### config.mk
export PLATFORM = sky130hd
export DESIGN_NAME = ebi_bridge
export DESIGN_NICKNAME = d
export VERILOG_FILES = /design/src/rtl/ebi_pkg.sv /design/src/rtl/ebi_cmd_assembler.sv /design/src/rtl/ebi_bridge.sv
export SDC_FILE = /design/constraint.sdc
export NUM_CORES = 1
export LEC_CHECK = 0
export BUFFER_PORTS_ARGS = -buffer_cell sky130_fd_sc_hd__buf_2
export CORE_ASPECT_RATIO = 0.8
export CORE_UTILIZATION = 30
export CTS_BUF_LIST = sky130_fd_sc_hd__clkbuf_8
export DETAILED_ROUTE_END_ITERATION = 7
export PLACE_DENSITY = 0.6
export REMOVE_ABC_BUFFERS = 1
export SETUP_SLACK_MARGIN = 0.05
export SLEW_MARGIN = 20
export SYNTH_ARGS = -nofsm -noshare
export SYNTH_HDL_FRONTEND = slang
export SYNTH_SLANG_ARGS = --single-unit
### constraint.sdc
create_clock -name clk -period 7.3 [get_ports clk]
set_clock_uncertainty 0.15 [all_clocks]
set_input_delay 1.825 -clock clk [delete_from_list [all_inputs] [get_ports clk]]
set_output_delay 1.825 -clock clk [all_outputs]
set_load 0.01 [all_outputs]
### src/rtl/ebi_pkg.sv
// EBI bridge shared definitions: address map helpers,
// STATUS bit positions and the commit FSM encoding.
package ebi_pkg;

  typedef enum logic [1:0] {
    IDLE,
    COMMIT,
    HOLD
  } state_t;

  localparam int ST_CMD_AF    = 15;
  localparam int ST_CMD_FULL  = 14;
  localparam int ST_CMD_AE    = 13;
  localparam int ST_CMD_EMPTY = 12;
  localparam int ST_SMP_AF    = 11;
  localparam int ST_SMP_FULL  = 10;
  localparam int ST_SMP_EMPTY = 9;
  localparam int ST_SMP_AE    = 8;
  localparam int ST_CMD_OVF   = 7;
  localparam int ST_SMP_UDF   = 6;

  localparam int IRQ_BASE = 6;
  localparam int IRQ_W    = 10;

  function automatic int addr_sample(input int cw);
    return cw + 1;
  endfunction

  function automatic int addr_mask(input int cw);
    return cw + 2;
  endfunction

  function automatic int addr_drop(input int cw);
    return cw + 3;
  endfunction

endpackage

### src/rtl/ebi_cmd_assembler.sv
// Holds the per-word command captures and packs them
// word 1 first (MSBs) into the command FIFO word.
module ebi_cmd_assembler #(
  parameter int DATA_W    = 16,
  parameter int ADDR_W    = 19,
  parameter int CMD_WORDS = 4,
  localparam int CMD_W    = DATA_W * CMD_WORDS
) (
  input  logic              clk,
  input  logic              rst,
  input  logic              we,
  input  logic [ADDR_W-1:0] addr,
  input  logic [DATA_W-1:0] data_in,
  output logic [CMD_W-1:0]  cmd,
  output logic              commit
);

  logic [DATA_W-1:0] cap [CMD_WORDS];

  always_ff @(posedge clk) begin
    if (rst) begin
      for (int k = 0; k < CMD_WORDS; k++)
        cap[k] <= '0;
    end else if (we) begin
      for (int k = 0; k < CMD_WORDS; k++)
        if (addr == ADDR_W'(k + 1))
          cap[k] <= data_in;
    end
  end

  always_comb begin
    cmd = '0;
    for (int k = 0; k < CMD_WORDS; k++)
      cmd[CMD_W-1-k*DATA_W -: DATA_W] = cap[k];
  end

  assign commit = we && (addr == ADDR_W'(CMD_WORDS));

endmodule

### src/rtl/ebi_bridge.sv
// EBI-to-FIFO bridge: strobe edge detect, commit FSM,
// register read mux, sticky flags, drop counter and irq.
module ebi_bridge
  import ebi_pkg::*;
#(
  parameter int DATA_W    = 16,
  parameter int ADDR_W    = 19,
  parameter int CMD_WORDS = 4,
  localparam int CMD_W    = DATA_W * CMD_WORDS
) (
  input  logic              clk,
  input  logic              rst,
  input  logic [DATA_W-1:0] data_in,
  output logic [DATA_W-1:0] data_out,
  input  logic [ADDR_W-1:0] addr,
  input  logic              rd,
  input  logic              wr,
  input  logic              cs,
  output logic [CMD_W-1:0]  cmd_fifo_data_in,
  output logic              cmd_fifo_wr_en,
  input  logic              cmd_fifo_almost_full,
  input  logic              cmd_fifo_full,
  input  logic              cmd_fifo_almost_empty,
  input  logic              cmd_fifo_empty,
  input  logic [DATA_W-1:0] sample_fifo_data_out,
  output logic              sample_fifo_rd_en,
  input  logic              sample_fifo_almost_full,
  input  logic              sample_fifo_full,
  input  logic              sample_fifo_almost_empty,
  input  logic              sample_fifo_empty,
  output logic              irq
);

  state_t           state;
  logic             wr_q;
  logic             rd_q;
  logic             cmd_ovf;
  logic             smp_udf;
  logic [IRQ_W-1:0] irq_mask;
  logic [15:0]      drop_cnt;
  logic [15:0]      status;
  logic [DATA_W-1:0] rdata;

  logic wr_s, rd_s, we, re, commit;
  logic is_status, is_sample, is_mask, is_drop;
  logic ovf_set, udf_set, ovf_clr, udf_clr;

  assign wr_s = cs & wr;
  assign rd_s = cs & rd;
  // A simultaneous write strobe turns the access into a write.
  assign we = (state == IDLE) & wr_s & ~wr_q;
  assign re = (state == IDLE) & rd_s & ~rd_q & ~wr_s;

  assign is_status = addr == '0;
  assign is_sample = addr == ADDR_W'(addr_sample(CMD_WORDS));
  assign is_mask   = addr == ADDR_W'(addr_mask(CMD_WORDS));
  assign is_drop   = addr == ADDR_W'(addr_drop(CMD_WORDS));

  ebi_cmd_assembler #(
    .DATA_W    (DATA_W),
    .ADDR_W    (ADDR_W),
    .CMD_WORDS (CMD_WORDS)
  ) u_asm (
    .clk     (clk),
    .rst     (rst),
    .we      (we),
    .addr    (addr),
    .data_in (data_in),
    .cmd     (cmd_fifo_data_in),
    .commit  (commit)
  );

  always_comb begin
    status = '0;
    status[ST_CMD_AF]    = cmd_fifo_almost_full;
    status[ST_CMD_FULL]  = cmd_fifo_full;
    status[ST_CMD_AE]    = cmd_fifo_almost_empty;
    status[ST_CMD_EMPTY] = cmd_fifo_empty;
    status[ST_SMP_AF]    = sample_fifo_almost_full;
    status[ST_SMP_FULL]  = sample_fifo_full;
    status[ST_SMP_EMPTY] = sample_fifo_empty;
    status[ST_SMP_AE]    = sample_fifo_almost_empty;
    status[ST_CMD_OVF]   = cmd_ovf;
    status[ST_SMP_UDF]   = smp_udf;
  end

  always_comb begin
    rdata = '0;
    unique case (1'b1)
      is_status: rdata = DATA_W'(status);
      is_sample: if (!sample_fifo_empty)
                   rdata = sample_fifo_data_out;
      is_mask:   rdata = DATA_W'(irq_mask);
      is_drop:   rdata = DATA_W'(drop_cnt);
      default:   rdata = '0;
    endcase
  end

  assign ovf_set = (state == COMMIT) & cmd_fifo_full;
  assign udf_set = re & is_sample & sample_fifo_empty;
  assign ovf_clr = we & is_status & data_in[ST_CMD_OVF];
  assign udf_clr = we & is_status & data_in[ST_SMP_UDF];

  // Strobes are gated with rst so an aborted commit never pushes.
  assign cmd_fifo_wr_en    = (state == COMMIT) & ~cmd_fifo_full & ~rst;
  assign sample_fifo_rd_en = re & is_sample & ~sample_fifo_empty & ~rst;

  always_ff @(posedge clk) begin
    wr_q <= wr_s;
    rd_q <= rd_s;
    if (rst) begin
      state    <= IDLE;
      data_out <= '0;
      irq      <= 1'b0;
      cmd_ovf  <= 1'b0;
      smp_udf  <= 1'b0;
      irq_mask <= '0;
      drop_cnt <= '0;
    end else begin
      irq     <= |(status[IRQ_BASE +: IRQ_W] & irq_mask);
      cmd_ovf <= ovf_set | (cmd_ovf & ~ovf_clr);
      smp_udf <= udf_set | (smp_udf & ~udf_clr);
      if (re)
        data_out <= rdata;
      if (we & is_mask)
        irq_mask <= data_in[IRQ_W-1:0];
      if (ovf_set) begin
        if (drop_cnt != 16'hFFFF)
          drop_cnt <= drop_cnt + 16'd1;
      end else if (we & is_drop) begin
        drop_cnt <= '0;
      end
      unique case (state)
        IDLE:    if (commit) state <= COMMIT;
        COMMIT:  state <= HOLD;
        HOLD:    if (!(cs & (wr | rd))) state <= IDLE;
        default: state <= IDLE;
      endcase
    end
  end

endmodule

==> flow_summary.ini <==
[logic_synthesis]
ys.warnings.count = 0
synthFlopType = edfxtp_1
synth.distinct_cells = 57
synth-edff-count = 64
synth_cells = 451
synth-seq-cells = 113
synthesis.area_um2 = 4797
ys_seq_area_share_pct = 60.51
ys_async_sr_fraction_pct = 0
synth_area_per_cell_um2 = 10.64

[layout]
final_cell_mix = buf_2, nor2_1, edfxtp_1
area.growth.synth_to_final_pct = 29.29
antenna-diode-count = 0
mostFrequentLayoutCell = buf_2
drive_above_1_share_pct = 32.25
layout.nets = 666

[sta]
fmax_ghz = 0.1748
grt_setup_unrepaired = false
slew_viol_final = 0
tns_ns = 0
finalHoldViolCount = 0
worst_slack_ns = 1.578
slew_headroom_pct = 27.07
period_share_pct = 78.38
holdWs_ns = 0.3016
finalCriticalPeriod_ns = 5.722
tightest_slew_ns = 1.094
setup_viol = 0

[floorplanning]
pin_count = 147
fp.dieH_um = 115.1
initial_utilization_pct = 31.32
fp.dieW_um = 143.4
rows = 40
coreArea_um2 = 15310
dieArea_um2 = 16500

[route]
drt-total-wl_mm = 15.20
wl_per_cell_um = 18.44
viasPerCell = 5.131
drc = 0
first_pass_iters = 6
ant_nets = 0
vias = 4228
drtIter0Drc = 333

[worst_hold_path]
worstHoldPathType = register to register

[power_and_ir_drop]
power_switching_w = 0.0002962
power_leakage_nw = 2.365
power.density_nw_per_um2 = 229.3
p_clk_share_pct = 47.0
combPwrFrac_pct = 4.7
ir_worst_vdd_mv = 0.1153
p_sw_share_pct = 20.82
p_total_w = 0.001422
seqPwrFrac_pct = 48.2
internal-power_w = 0.001126

[clock_tree]
tritoncts = built
root_buffer = clkbuf_8
postCtsSetupRepairBufs = 0
clock-sinks = 113
cts_max_level = 4
ctsHoldBuffers = 0
cts_resized = 0
path_clk_slew_ns = 0.06
numCtsBuffers = 17
clk-insertion-delay-late_ns = 0.43
cts_buffer_depth = 2

[outcome]
outcome = finished clean

[global_route]
grt_max_degree = 32
antenna_found_initial = 1
grt_pass1_wl_mm = 22.66
grt-ovfl-total = 0
grt.total_usage_pct = 18.82
grt_pass1_vias = 4061

[run]
timing.max_cap.violations = 0

[worst_setup_path]
cp-end-kind = primary output
critPathRequiredTime_ns = 5.33
worst-path-max-fanout = 7
worstPathArrival_ns = 3.75
cp-start-kind = input port
worst-setup-path-type = input port to primary output

[placement]
post-place-ws_ns = 1.628
portBuffers = 146
place_congestion = 0.9410
dp_hpwl_mm = 11.05
==> cell usage after synthesis, types with 2 or more instances <==
library cell / number / share of area (%)
and3_1: 8 / 1.0
nor4_1: 4 / 0.52
nand4_1: 11 / 1.4
nor2_1: 89 / 7.0
or3_1: 3 / 0.39
and2_1: 4 / 0.52
nand2_1: 53 / 4.1
a222oi_1: 10 / 2.1
a221oi_1: 2 / 0.37
mux2i_1: 10 / 2.1
nand3_1: 14 / 1.5
nor3_1: 10 / 1.0
buf_2: 4 / 0.42
o32ai_1: 2 / 0.37
o2111ai_1: 2 / 0.37
inv_1: 3 / 0.23
nor3b_1: 2 / 0.31
clkbuf_1: 11 / 0.86
dfxtp_1: 49 / 20
edfxtp_1: 64 / 40
o31ai_1: 2 / 0.31
nand2b_1: 4 / 0.52
a31oi_1: 2 / 0.26
or4_1: 5 / 0.78
nor2b_1: 2 / 0.26
mux2_2: 10 / 2.3
o21ai_0: 25 / 2.6
a22o_1: 2 / 0.37
a21oi_1: 7 / 0.73
a22oi_1: 7 / 1.1
xor2_1: 4 / 0.73
==> sequential cells by signal, summed over array words and instances (netlist names) <==
register	cells
wr_q	1
smp_udf	1
u_asm.cap	64
state	2
irq_mask	10
irq	1
rd_q	1
data_out	16
drop_cnt	16
cmd_ovf	1
==> power by group through the flow <==
stage	registers, W	clock network [W]	logic (W)
finish	0.000686	0.000669	0.0000674
global route	0.000687	0.000710	0.0000727
CTS	0.000686	0.000681	0.0000677
detailed placement	0.000700	0	0.0000675
global placement	0.000700	0	0.0000667
floorplan	0.000707	0	0.0000147
==> logic make-up after synthesis <==
group                    count (synthesis)  share of synthesized area (%)
buffers and inverters                   22                          2.086
adder cells (fa/ha/maj)                  1                         0.2608
multiplexers                            20                          4.434
XOR/XNOR                                 5                         0.9128
AND/OR/NAND/NOR                        222                          22.07
flip-flops                             113                          60.51
AO/OA/AOI/OAI                           68                          9.729
==> final cells by class <==
class	instances	area [um^2]
clock inverters	13	191.4
well taps	210	262.8
clock buffers	19	261.5
repair buffers	150	760.7
fillers	1551	9112
inverters	3	11.26
flip-flops and latches	113	2903
multi-input cells	316	1812
==> stage by stage <==
stage          cell area, um^2  utilization, %  cells
6_report                  6202           40.50    824
5_1_grt                   6202           40.50    824
4_1_cts                   6202           40.50    824
3_5_place_dp              5749           37.54    792
3_3_place_gp              5749           37.54    792
2_1_floorplan             4708               -    432
==> final timing paths <==
path                     from                 to  slack [ns]  depth (start not counted)
hold reg to reg   data_out[9]        data_out[9]        0.30                          2
setup reg to reg     state[1]   u_asm.cap[0][27]        3.75                          4
hold / removal    data_out[9]        data_out[9]        0.30                          2
setup / recovery     addr[13]  sample_fifo_rd_en        1.58                          7
==> critical path, stage by stage <==
cell,delay (ns)
buf_2,0.09
nor4_1,0.70
nand2_1,0.43
nor2_2,0.22
nand4_1,0.14
nor2_1,0.18
buf_2,0.16
==> layer usage <==
layer | up-vias | wire length, um | global-route usage (%)
met1 | 2026 | 6824 | 25.41
li1 | 1974 | - | -
met5 | - | 0 | 0
met4 | 0 | 279 | 8.723
met3 | 24 | 1331 | 6.039
met2 | 204 | 6763 | 27.31
Note: power is estimated with default switching activity, not from simulation.
